File: src/rtl/ram_ctrl_pkg.sv
// rtl/ram_ctrl_pkg.sv - shared types and constants for the RAM burst controller
package ram_ctrl_pkg;

  typedef enum logic [1:0] {
    IDLE     = 2'd0,
    WRITE    = 2'd1,
    READ     = 2'd2,
    RD_DRAIN = 2'd3
  } state_t;

  localparam int RD_BUF_DEPTH = 2;

endpackage

File: src/rtl/ram_rd_skid_buf.sv
// rtl/ram_rd_skid_buf.sv - 2-entry FIFO holding read beats and their last flag
module ram_rd_skid_buf
  import ram_ctrl_pkg::*;
#(
  parameter int DATA_WIDTH = 32
) (
  input  logic                  clk,
  input  logic                  rst_n,
  input  logic                  push,
  input  logic                  pop,
  input  logic [DATA_WIDTH-1:0] din,
  input  logic                  last_in,
  output logic [DATA_WIDTH-1:0] dout,
  output logic                  last_out,
  output logic [1:0]            occ
);

  logic [DATA_WIDTH-1:0] r_data [RD_BUF_DEPTH];
  logic                  r_last [RD_BUF_DEPTH];
  logic                  r_wptr;
  logic                  r_rptr;
  logic [1:0]            r_occ;

  // The issuer never pushes into a full buffer, so push and pop need no guards here.
  always_ff @(posedge clk or negedge rst_n) begin
    if (!rst_n) begin
      for (int i = 0; i < RD_BUF_DEPTH; i++) begin
        r_data[i] <= '0;
        r_last[i] <= 1'b0;
      end
      r_wptr <= 1'b0;
      r_rptr <= 1'b0;
      r_occ  <= 2'd0;
    end else begin
      if (push) begin
        r_data[r_wptr] <= din;
        r_last[r_wptr] <= last_in;
        r_wptr         <= ~r_wptr;
      end
      if (pop) begin
        r_rptr <= ~r_rptr;
      end
      r_occ <= r_occ + {1'b0, push} - {1'b0, pop};
    end
  end

  assign dout     = r_data[r_rptr];
  assign last_out = r_last[r_rptr];
  assign occ      = r_occ;

endmodule

File: src/rtl/ram_burst_ctrl.sv
// rtl/ram_burst_ctrl.sv - burst controller driving a single-port RAM with streamed write/read beats
module ram_burst_ctrl
  import ram_ctrl_pkg::*;
#(
  parameter int DATA_WIDTH = 32,
  parameter int ADDR_WIDTH = 8,
  parameter int LEN_WIDTH  = 8
) (
  input  logic                  clk,
  input  logic                  rst_n,
  input  logic                  cmd_valid,
  output logic                  cmd_ready,
  input  logic                  cmd_write,
  input  logic [ADDR_WIDTH-1:0] cmd_addr,
  input  logic [LEN_WIDTH-1:0]  cmd_len,
  input  logic                  wr_valid,
  output logic                  wr_ready,
  input  logic [DATA_WIDTH-1:0] wr_data,
  output logic                  rd_valid,
  input  logic                  rd_ready,
  output logic [DATA_WIDTH-1:0] rd_data,
  output logic                  rd_last,
  output logic                  done,
  output logic                  mem_we,
  output logic                  mem_re,
  output logic [ADDR_WIDTH-1:0] mem_addr,
  output logic [DATA_WIDTH-1:0] mem_wdata,
  input  logic [DATA_WIDTH-1:0] mem_rdata
);

  localparam logic [LEN_WIDTH:0]    L_ONE = {{LEN_WIDTH{1'b0}}, 1'b1};
  localparam logic [ADDR_WIDTH-1:0] A_ONE = {{(ADDR_WIDTH-1){1'b0}}, 1'b1};

  state_t                r_state;
  logic [ADDR_WIDTH-1:0] r_addr;
  logic [LEN_WIDTH:0]    r_left;
  logic                  r_inflt;
  logic                  r_inflt_last;
  logic                  r_done;

  logic [1:0]            w_occ;
  logic                  w_pop;
  logic                  w_issue_ok;
  logic                  w_mem_re;
  logic                  w_buf_last;
  logic [DATA_WIDTH-1:0] w_buf_dout;

  assign w_pop      = rd_ready && (w_occ != 2'd0);
  // A read may only issue if its data is guaranteed a free buffer slot on arrival.
  assign w_issue_ok = ({1'b0, w_occ} + {2'b00, r_inflt}) < (3'd2 + {2'b00, w_pop});
  assign w_mem_re   = (r_state == READ) && (r_left != '0) && w_issue_ok;

  always_ff @(posedge clk or negedge rst_n) begin
    if (!rst_n) begin
      r_state      <= IDLE;
      r_addr       <= '0;
      r_left       <= '0;
      r_inflt      <= 1'b0;
      r_inflt_last <= 1'b0;
      r_done       <= 1'b0;
    end else begin
      r_done       <= 1'b0;
      r_inflt      <= w_mem_re;
      r_inflt_last <= w_mem_re && (r_left == L_ONE);
      case (r_state)
        IDLE: begin
          if (cmd_valid) begin
            r_addr  <= cmd_addr;
            r_left  <= {1'b0, cmd_len} + L_ONE;
            r_state <= cmd_write ? WRITE : READ;
          end
        end
        WRITE: begin
          if (wr_valid) begin
            r_addr <= r_addr + A_ONE;
            r_left <= r_left - L_ONE;
            if (r_left == L_ONE) begin
              r_state <= IDLE;
              r_done  <= 1'b1;
            end
          end
        end
        READ: begin
          if (w_mem_re) begin
            r_addr <= r_addr + A_ONE;
            r_left <= r_left - L_ONE;
            if (r_left == L_ONE) begin
              r_state <= RD_DRAIN;
            end
          end
        end
        RD_DRAIN: begin
          if (w_pop && w_buf_last) begin
            r_state <= IDLE;
            r_done  <= 1'b1;
          end
        end
        default: r_state <= IDLE;
      endcase
    end
  end

  ram_rd_skid_buf #(
    .DATA_WIDTH(DATA_WIDTH)
  ) u_skid (
    .clk     (clk),
    .rst_n   (rst_n),
    .push    (r_inflt),
    .pop     (w_pop),
    .din     (mem_rdata),
    .last_in (r_inflt_last),
    .dout    (w_buf_dout),
    .last_out(w_buf_last),
    .occ     (w_occ)
  );

  assign cmd_ready = (r_state == IDLE);
  assign wr_ready  = (r_state == WRITE);
  assign mem_we    = (r_state == WRITE) && wr_valid;
  assign mem_wdata = (r_state == WRITE) ? wr_data : '0;
  assign mem_re    = w_mem_re;
  assign mem_addr  = r_addr;
  assign rd_valid  = (w_occ != 2'd0);
  assign rd_data   = w_buf_dout;
  assign rd_last   = rd_valid && w_buf_last;
  assign done      = r_done;

endmodule

File: config.mk
export PLATFORM = sky130hd
export DESIGN_NAME = ram_burst_ctrl
export DESIGN_NICKNAME = d
export VERILOG_FILES = /design/src/rtl/ram_ctrl_pkg.sv /design/src/rtl/ram_rd_skid_buf.sv /design/src/rtl/ram_burst_ctrl.sv
export SDC_FILE = /design/constraint.sdc
export NUM_CORES = 1
export LEC_CHECK = 0
export CORE_ASPECT_RATIO = 0.6
export CORE_MARGIN = 5
export CORE_UTILIZATION = 50
export DETAILED_ROUTE_END_ITERATION = 7
export PLACE_DENSITY = 0.86
export SYNTH_ARGS = -nofsm -noshare
export SYNTH_HDL_FRONTEND = slang
export SYNTH_HIERARCHICAL = 1
export SYNTH_SLANG_ARGS = --single-unit
File: constraint.sdc
create_clock -name clk -period 3.3 [get_ports clk]
set_input_delay 0.33 -clock clk [delete_from_list [all_inputs] [get_ports clk]]
set_output_delay 0.33 -clock clk [all_outputs]
set_load 0.03 [all_outputs]
==> results of run 1 <==
worst max-delay path, stage by stage (launching register included):
cell and delay (ps):
dfrtp_1 440, ha_1 230, ha_1 280, o21ai_0 80, and4b_1 250, clkdlybuf4s50_1 700
synth_stat cells, drive strengths merged, types with 4 or more instances:
cell type  count  share of area (%)
o22a           7                1.2
a211o          7                1.3
clkbuf         8               0.60
xnor2          5               0.88
ha            13                3.3
mux2i          6                1.2
nor2           7               0.53
and2          33                4.1
a21oi          6               0.60
inv           14                1.1
mux2         100                 25
o21ai          8               0.80
nand3         22                2.3
xor2           4               0.70
nor4b          7                1.2
buf           15                3.1
o31ai          5               0.75
dfrtp         92                 46
nand4          4               0.63
nand2         16                1.3
cell families (layout without fill, tap and decap cells):
group / count (synthesis) / in the layout / share of synthesized area [%]
fa+ha+maj: 13 / 13 / 3.25
xor+xnor: 9 / 9 / 1.58
compound gates: 42 / 42 / 5.98
mux: 106 / 106 / 26.0
buf+inv: 37 / 203 / 4.78
flops: 92 / 92 / 46.0
simple gates: 105 / 105 / 12.4
per-layer routing:
layer / share of wire, % / track usage (%)
met4: 0.46 / 4.35
met5: 0 / 0
met2: 48 / 33.9
met3: 4.7 / 5.21
met1: 47 / 28.4
worst paths after layout:
path                                          end  slack [ps]  depth (start not counted)         startpoint
worst max-delay path                       mem_re         650                          5            r_inflt
worst min-delay path            u_skid/r_data[56]         140                          1              rst_n
worst max register to register          r_left[7]         940                          8         r_state[1]
worst min register to register  u_skid/r_data[23]         500                          1  u_skid/r_data[23]
max in group asynchronous       u_skid/r_data[26]        2470                          2              rst_n
min in group clk                u_skid/r_data[23]         500                          1  u_skid/r_data[23]
per-stage QoR:
stage	power (uW)	instance area, um2
2_1_floorplan	1790	5000
3_3_place_gp	2200	6700
3_5_place_dp	2220	6700
4_1_cts	3310	7010
5_1_grt	3420	7010
6_report	3260	7010
cell usage in the layout, fill, tap and decap left out, types with 6 or more instances in the layout:
| master | Yosys | layout |
|---|---|---|
| mux2_2 | 70 | 70 |
| dfrtp_1 | 92 | 92 |
| clkdlybuf4s50_1 | 0 | 163 |
| mux2_4 | 30 | 30 |
| nor2_1 | 7 | 7 |
| and2_1 | 33 | 33 |
| ha_1 | 13 | 13 |
| nand2_1 | 15 | 15 |
| o21ai_0 | 8 | 8 |
| nand3_1 | 21 | 21 |
| inv_1 | 14 | 14 |
| buf_4 | 2 | 10 |
| nor4b_1 | 7 | 7 |
| clkbuf_16 | 0 | 9 |
| o22a_1 | 7 | 7 |
| mux2i_1 | 6 | 6 |
| a211o_1 | 6 | 6 |
| a21oi_1 | 6 | 6 |
area by class of cell:
class	count	area, um2
clock buffer	10	229
inverter	14	52.6
fill	699	2800
timing repair buffer	173	1710
clock inverter	6	88.8
multi-input combinational	275	2470
tap	135	169
sequential	92	2300
report_power, final:
| part | internal [uW] | total (uW) | switching [uW] |
|---|---|---|---|
| Sequential | 1170 | 1200 | 31.3 |
| Clock | 663 | 1080 | 412 |
| Combinational | 486 | 990 | 503 |
state kept, by name (all words and copies together), names as in the netlist:
register       cells
u_skid/r_data     64
r_left             9
mem_addr           8
r_state            2
u_skid/occ         2
u_skid/r_last      2
done               1
r_inflt            1
r_inflt_last       1
u_skid/r_rptr      1
u_skid/r_wptr      1
==> key figures, run 1 <==
STA
  – Setup_tns: 0 ps
  – Tmin final: 2650 ps
  – Rel. slew slack: 38.1%
  – Final Worst Setup Slack: 651 ps
  – Tcrit/Tclk final: 80.3%
  – Min Hold Slack: 135 ps
  – Clock skew: 3.56 ps
  – Worst-Margin Slew: 929 ps
  – Final setup vio count: 0
  – Final slew viol count: 0
  – Fin. Hold Viols: 0
  – Max Fclk: 378 MHz
  – RSZ-0062 raised after global routing: false

Detailed routing
  – Via density: 5.27
  – DRC: 0
  – DR iter-0 viols: 126
  – Total Wirelength: 12500 um
  – Avg WL per Cell: 17.8 um
  – Final ANT Viol Nets: 0
  – Via Count: 3716
  – Initial DRT Pass Iterations: 4

CTS
  – Clock latency at the later pin of the worst-skew pair: 330 ps
  – CTS tree: built
  – CTS Sinks: 92
  – CTS max path bufs: 2
  – TritonCTS Buffers: 9
  – Root Driver: clkbuf_16
  – Post_cts resized: 0
  – Post-CTS Hold Fix Bufs: 0
  – Post-CTS Setup Bufs: 0
  – H-Tree Depth: 3
  – CTS clk-pin slew, worst paths: 60 ps

Layout
  – Fraction of layout cells with a size suffix above 1: 23.2%
  – Diode count: 0
  – Area grow syn2layout: 40.2%
  – Finished Layout Cells: 705
  – Nets: 664
  – Core Util, Final: 71.5%

GRT
  – Global Route Usage Sum: 20.7%
  – Vias in the first global route: 3932
  – Grt ovf: 0
  – Maximum number of pins on one net before global-route repair: 76
  – First-pass GRT wire length: 20200 um
  – Initial antenna violation count: 0

Hold path
  – Hold Path Class: in2async

Logic synthesis
  – Async S/R FF share, synth: 100%
  – Flops & latches, synth: 92
  – Syn_area_per_cell: 12.4 um2
  – Netlist cell types: 47
  – Mapped Area: 5000 um2
  – Seq/Total Area, Yosys: 46.0%
  – Syn Nets: 503
  – EDFF count, synth: 0
  – Main synth FF type: dfrtp_1
  – Synth warn: 6
  – Syn Inst Count: 404

Setup path
  – Critical path data required time: 2970 ps
  – Worst Path Max Fanout: 5
  – Crit path kind: reg2out
  – Critical Path AT: 2320 ps
  – Nature of the critical path endpoint: output pin
  – CP Launch Type: register

Run
  – Number of max-cap violations: 0

Place
  – Input/output buffers: 164
  – Cells after DPL: 689
  – GP Congestion: 0.857
  – DP Worst Slack: 927 ps
  – Dpl hpwl: 9460 um

Die
  – Die area: 12200 um2
  – Die Width: 139 um
  – Core box area: 9810 um2
  – Rows: 28
  – Initial Util: 51.0%
  – I/O pins: 165
  – DIE HEIGHT: 87.5 um

Status
  – Status: finished, final reports clean

Power and ir drop
  – Leakage: 0.00297 uW
  – VDD IR max: 0.321 mV
  – Pwr/cell area: 465 nW/um2
Note: power is estimated with default switching activity, not from simulation.
==> inputs of run 2 (changes only) <==
Settings changed: CORE_UTILIZATION 50 to 42, PLACE_DENSITY 0.86 to 0.77.
Clock period 3.3 ns to 2.4 ns, I/O delays scaled along.
==> key figures, run 2 (synthesis gave the netlist of run 1 again) <==
Detailed routing
  – DR iter-0 viols: 112 (-11%)
  – Via density: 5.11 (-3.0%)
  – Avg WL per Cell: 17.2 um (-3.4%)
  – Via Count: 3758 (+1.1%)
  – Final ANT Viol Nets: 0 (unchanged)
  – DRC: 0 (unchanged)
  – Total Wirelength: 12600 um (+0.67%)
  – Initial DRT Pass Iterations: 4 (unchanged)

Run
  – Number of max-cap violations: 0 (unchanged)

Hold path
  – Hold Path Class: in2async

STA
  – Fin. Hold Viols: 0 (unchanged)
  – Tcrit/Tclk final: 93.9%
  – Worst-Margin Slew: 687 ps (-242 ps)
  – RSZ-0062 raised after global routing: false
  – Max Fclk: 444 MHz
  – Final setup vio count: 0 (unchanged)
  – Final slew viol count: 0 (unchanged)
  – Rel. slew slack: 54.2% (+16 points)
  – Setup_tns: 0 ps (unchanged)
  – Tmin final: 2250 ps
  – Min Hold Slack: 500 ps (+365 ps)
  – Clock skew: 6.66 ps (+3.10 ps)

Die
  – Die area: 14300 um2 (+17%)
  – I/O pins: 165 (unchanged)
  – Core box area: 11500 um2 (+17%)
  – Die Width: 151 um (+8.5%)
  – Initial Util: 43.6% (-7.4 points)
  – Rows: 30 (+7.1%)
  – DIE HEIGHT: 94.5 um (+8.1%)

Power and ir drop
  – Leakage: 0.00321 uW (+8.2%)
  – Pwr/cell area: 658 nW/um2 (+41%)
  – VDD IR max: 0.367 mV (+14%)

GRT
  – Grt ovf: 0 (unchanged)
  – First-pass GRT wire length: 20400 um (+0.82%)
  – Vias in the first global route: 4061 (+3.3%)
  – Initial antenna violation count: 0 (unchanged)
  – Maximum number of pins on one net before global-route repair: 52 (-32%)
  – Global Route Usage Sum: 18.1% (-2.7 points)

Status
  – Status: finished, final reports clean

CTS
  – CTS max path bufs: 2 (unchanged)
  – H-Tree Depth: 3 (unchanged)
  – CTS tree: built
  – Root Driver: clkbuf_16
  – TritonCTS Buffers: 9 (unchanged)
  – CTS clk-pin slew, worst paths: 60 ps (about the same)
  – CTS Sinks: 92 (unchanged)
  – Clock latency at the later pin of the worst-skew pair: 340 ps (about the same)

Layout
  – Finished Layout Cells: 735 (+4.3%)
  – Commonest non-fill, non-tap cell in the layout: clkdlybuf4s50_1
  – Most frequent cells in the layout: clkdlybuf4s50_1, dfrtp_1, mux2_2
  – Area grow syn2layout: 43.8%
  – Max reg flops: 64 (unchanged)
  – Most flops, register: u_skid/r_data
  – Nets: 670 (+0.90%)
  – Diode count: 0 (unchanged)
  – Fillers: 901 (+29%)
  – Fraction of layout cells with a size suffix above 1: 24.5% (+1.4 points)

Setup path
  – Reg2Reg Depth: 7 (-1)
  – FF-to-FF End: r_left[3]
  – Critical Path AT: 2010 ps (-310 ps)
  – RR Startpoint: r_state[1]
  – FF-to-FF setup slack: 190 ps (-750 ps)
  – CP Launch Type: register
  – Critical path data required time: 2160 ps (-810 ps)
  – Nature of the critical path endpoint: output pin
  – Worst Path Max Fanout: 7 (+2)
  – Crit path kind: reg2out

Place
  – Input/output buffers: 164 (unchanged)
  – Cells after DPL: 719 (+4.4%)
  – GP Congestion: 0.789 (-7.8%)
  – Dpl hpwl: 9440 um (-0.20%)
## run 2: cell types whose count changed in the layout (fill, tap and decap cells not counted)
cell             before  now
clkinvlp_4            2    0
nor4_1                1    0
clkinv_4              1    0
buf_4                10   11
clkdlybuf4s50_1     163  129
dlygate4sd2_1         0   29
dlymetal6s2s_1        0    1
nor4_2                0    1
buf_12                0    8
bufinv_16             2    4
dlygate4sd3_1         0    1
## run 2: stage by stage
| stage | total power (uW) | util, % | cell area [um2] | worst slack, ps |
|---|---|---|---|---|
| after floorplan | 2470 | - | 5000 | 324 |
| after global placement | 3070 | 59.7 | 6860 | 249 |
| after detailed placement | 3090 | 59.7 | 6860 | 101 |
| after CTS | 4800 | 62.6 | 7190 | 33.6 |
| after global routing | 4930 | 62.6 | 7190 | 40.6 |
| final | 4730 | 62.6 | 7190 | 145 |
## run 2: area by class of cell
class / instances / area, um2 / share of cell area [%]
Multi-Input combinational cell: 275 / 2470 / 34.4
Sequential cell: 92 / 2300 / 32.0
Timing Repair Buffer: 179 / 1810 / 25.2
Clock buffer: 10 / 229 / 3.18
Tap cell: 160 / 200 / 2.78
Clock inverter: 5 / 125 / 1.74
Inverter: 14 / 52.6 / 0.731
## run 2: worst max-delay path, stage by stage, from the launching register on
cell	delay (ps)
dfrtp_1	450
nor4_2	360
buf_4	180
nand3_1	90
and4b_1	230
dlygate4sd2_1	370
## run 2: repair_timing
item	in CTS	in global routing
hold buffers	1	0
hold endpoints to repair	50	0
buffers inserted	0	0
pin swaps	0	0
setup endpoints to repair	29	1
resized for setup	30	1
## run 2: worst max path at each step
stage                     startpoint     endpoint  slack (ps)
after floorplan           r_state[1]    r_left[7]         320
after global placement      wr_valid  mem_addr[7]         250
after detailed placement    wr_valid    r_left[4]         100
after CTS                 r_state[1]     wr_ready          30
after global routing      r_state[1]  mem_addr[7]          40
final                      r_left[5]       mem_re         150
## run 2: per-layer routing
layer / vias to the layer above / track usage [%] / wire length (um) / part of all wire (%)
met5: - / 0 / 0 / 0
met4: 0 / 4.37 / 167 / 1.3
met3: 18 / 6.47 / 1060 / 8.4
met2: 136 / 30.4 / 5840 / 46
met1: 1831 / 22.4 / 5560 / 44
li1: 1773 / - / - / -
## run 2: power by group
group	switching, uW	internal (uW)	leakage (uW)	total [uW]
registers	40.3	1610	0.00115	1650
clock network	563	1120	0.000173	1680
logic	714	696	0.00189	1410
total	1320	3420	0.00321	4730
==> inputs of run 3 (changes only) <==
Settings changed: PLACE_DENSITY 0.77 to 0.78, SYNTH_HIERARCHICAL 1 to unset.
==> key figures, run 3 <==
Setup path
  – Worst Setup SP: r_inflt
  – CP Launch Type: register
  – Worst path most repeated cell: ha_1
  – Slowest-stage cell, CP: dfrtp_1
  – CP cell instances: ha_1 -> ha_1 -> o21ai_0 -> and4b_1 -> clkdlybuf4s15_1
  – Worst Path Max Fanout: 5 (-2)
  – Critical path data required time: 2160 ps (about the same)
  – RR Startpoint: r_state[0]
  – Critical Path AT: 2050 ps (+40 ps)
  – Nature of the critical path endpoint: output pin
  – Largest stage delay on the critical path: 430 ps (-20 ps)
  – FF-to-FF setup slack: 330 ps (+140 ps)
  – Crit path kind: reg2out
  – Reg2Reg Depth: 7 (unchanged)
  – CP bufs+invs: 1 (-1)
  – FF-to-FF End: mem_addr[7]
  – WP depth: 5 (unchanged)
  – Critical path's top delay family: adder cells

STA
  – Worst-Margin Slew: 643 ps (-44.0 ps)
  – Tcrit/Tclk final: 95.5% (+1.6 points)
  – Final setup vio count: 0 (unchanged)
  – Tmin final: 2290 ps (+37.7 ps)
  – Setup_tns: 0 ps (unchanged)
  – Clock skew: 4.68 ps (-1.99 ps)
  – Max Fclk: 436 MHz (-1.6%)
  – Rel. slew slack: 57.1% (+2.9 points)
  – RSZ-0062 raised after global routing: false
  – Fin. Hold Viols: 0 (unchanged)
  – Final slew viol count: 0 (unchanged)

Logic synthesis
  – Netlist cell types: 42 (-11%)
  – Syn Inst Count: 404 (unchanged)
  – Syn_area_per_cell: 11.9 um2 (-3.6%)
  – Mapped Area: 4820 um2 (-3.6%)
  – EDFF count, synth: 0 (unchanged)
  – Async S/R FF share, synth: 100% (unchanged)
  – Main synth FF type: dfrtp_1
  – Post-synth top cells: mux2_2, dfrtp_1, and2_1, nand3_1, nand2_1
  – Yosys top cell by area: dfrtp_1
  – Most frequent cell after synthesis: mux2_2
  – Syn Nets: 503 (unchanged)
  – Synth top area share: 47.7% (+1.7 points)
  – Synth warn: 0 (-6)
  – Seq/Total Area, Yosys: 47.7% (+1.7 points)
  – Largest cells by area after synthesis: dfrtp_1, mux2_2, and2_1
  – Flops & latches, synth: 92 (unchanged)

GRT
  – Initial antenna violation count: 0 (unchanged)
  – Grt ovf: 0 (unchanged)
  – Maximum number of pins on one net before global-route repair: 49 (-5.8%)
  – Vias in the first global route: 3972 (-2.2%)
  – Global Route Usage Sum: 19.2% (+1.1 points)
  – First-pass GRT wire length: 20900 um (+2.7%)

Die
  – Initial Util: 42.8% (-0.73 points)
  – DIE HEIGHT: 93 um (-1.6%)
  – Die Width: 148 um (-1.7%)
  – Core box area: 11300 um2 (-2.0%)
  – I/O pins: 165 (unchanged)
  – Die area: 13800 um2 (-3.3%)
  – Rows: 30 (unchanged)

Detailed routing
  – Initial DRT Pass Iterations: 4 (unchanged)
  – Via density: 5.18 (+1.4%)
  – Final ANT Viol Nets: 0 (unchanged)
  – DRC: 0 (unchanged)
  – DR iter-0 viols: 200 (+79%)
  – Avg WL per Cell: 18.1 um (+5.2%)
  – Total Wirelength: 13000 um (+2.8%)
  – Via Count: 3721 (-0.98%)

Power and ir drop
  – VDD IR max: 0.396 mV (+7.9%)
  – Leakage: 0.00316 uW (-1.7%)
  – Sequential power share: 36.6% (+1.8 points)
  – Clk pwr share: 31.7% (-3.8 points)
  – Sw Ratio: 30.3% (+2.4 points)
  – Pint: 3140 uW (-8.1%)
  – Switching Power: 1360 uW (+3.4%)
  – Combinational power share: 31.7% (+1.9 points)
  – Pwr/cell area: 646 nW/um2 (-1.9%)

Layout
  – Most frequent cells in the layout: clkdlybuf4s50_1, mux2_2, dfrtp_1
  – Most flops, register: u_skid.r_data
  – Commonest non-fill, non-tap cell in the layout: clkdlybuf4s50_1
  – Diode count: 0 (unchanged)
  – Nets: 668 (-0.30%)
  – Area grow syn2layout: 44.5%
  – Fraction of layout cells with a size suffix above 1: 24.4% (-0.13 points)
  – Max reg flops: 64 (unchanged)
  – Finished Layout Cells: 718 (-2.3%)

Place
  – Cells after DPL: 701 (-2.5%)
  – Input/output buffers: 164 (unchanged)
  – GP Congestion: 0.818 (+3.6%)
  – Dpl hpwl: 9980 um (+5.8%)

CTS
  – CTS Sinks: 92 (unchanged)
  – TritonCTS Buffers: 9 (unchanged)
  – CTS tree: built
  – Root Driver: clkbuf_16
  – CTS clk-pin slew, worst paths: 60 ps (about the same)
  – Clock latency at the later pin of the worst-skew pair: 340 ps (about the same)
  – CTS max path bufs: 2 (unchanged)
  – H-Tree Depth: 3 (unchanged)

Hold path
  – Hold Path Class: in2async

Run
  – Number of max-cap violations: 0 (unchanged)

Status
  – Status: finished, final reports clean
run 3: changes by cell type in the layout (fill, tap and decap cells not counted), sizes merged, moves of 2 or more:
cell / previous run / this run
bufinv: 4 / 1
nor4b: 7 / 5
o21ai: 8 / 10
and3: 2 / 5
run 3: final cells by class:
class                   count  area [um2]
flip-flops and latches     92        2300
fillers                   914        4290
well taps                 144         180
inverters                  14        52.6
multi-input cells         275        2360
repair buffers            177        1770
clock buffers              11         243
clock inverters             5        60.1
run 3: power groups by stage:
stage,Sequential (uW),Clock (uW),Combinational [uW]
final,1650,1430,1430
after detailed placement,1680,0,1440
after floorplan,1660,0,816
after global routing,1650,1550,1520
after CTS,1650,1470,1440
after global placement,1670,0,1410
run 3: logic make-up (layout without fill, tap and decap cells):
family                   count (synthesis)  after routing  synth area share [%]
XOR/XNOR                                10             10                  1.82
adder cells (fa/ha/maj)                 13             13                  3.37
buffers and inverters                   37            207                  3.48
AND/OR/NAND/NOR                        106            106                  13.0
multiplexers                           106            106                  24.6
flip-flops                              92             92                  47.7
AO/OA/AOI/OAI                           40             40                  6.05
run 3: stage by stage:
step | hold slack, ps | util, % | total power (uW) | area, um2 | worst slack (ps)
6_report | 474 | 61.9 | 4500 | 6970 | 108
3_3_place_gp | 294 | 59.4 | 3090 | 6690 | 189
3_5_place_dp | 304 | 59.4 | 3110 | 6690 | 172
2_1_floorplan | -55.6 | - | 2480 | 4820 | 390
5_1_grt | 507 | 61.9 | 4710 | 6970 | 11.4
4_1_cts | 491 | 61.8 | 4560 | 6960 | 42.2
run 3: worst max path at each step:
| stage | endpoint | slack [ps] |
|---|---|---|
| 2_1_floorplan | r_left[7] | 390 |
| 3_3_place_gp | mem_re | 190 |
| 6_report | mem_re | 110 |
| 4_1_cts | wr_ready | 40 |
| 3_5_place_dp | mem_re | 170 |
| 5_1_grt | mem_re | 10 |
run 3: routing by layer:
| metal | wire, um | track usage [%] | up-vias |
|---|---|---|---|
| met5 | 0 | 0 | - |
| li1 | - | - | 1771 |
| met2 | 6170 | 32.3 | 124 |
| met1 | 5820 | 24.3 | 1817 |
| met4 | 118 | 3.61 | 0 |
| met3 | 877 | 6.73 | 9 |
run 3: repair_timing:
item	CTS	global route
endpoints found under the setup margin	29	2
gates resized for setup	29	2
endpoints found under the hold margin	47	0
buffers inserted	0	0
pin swaps	0	0
hold buffers	1	0
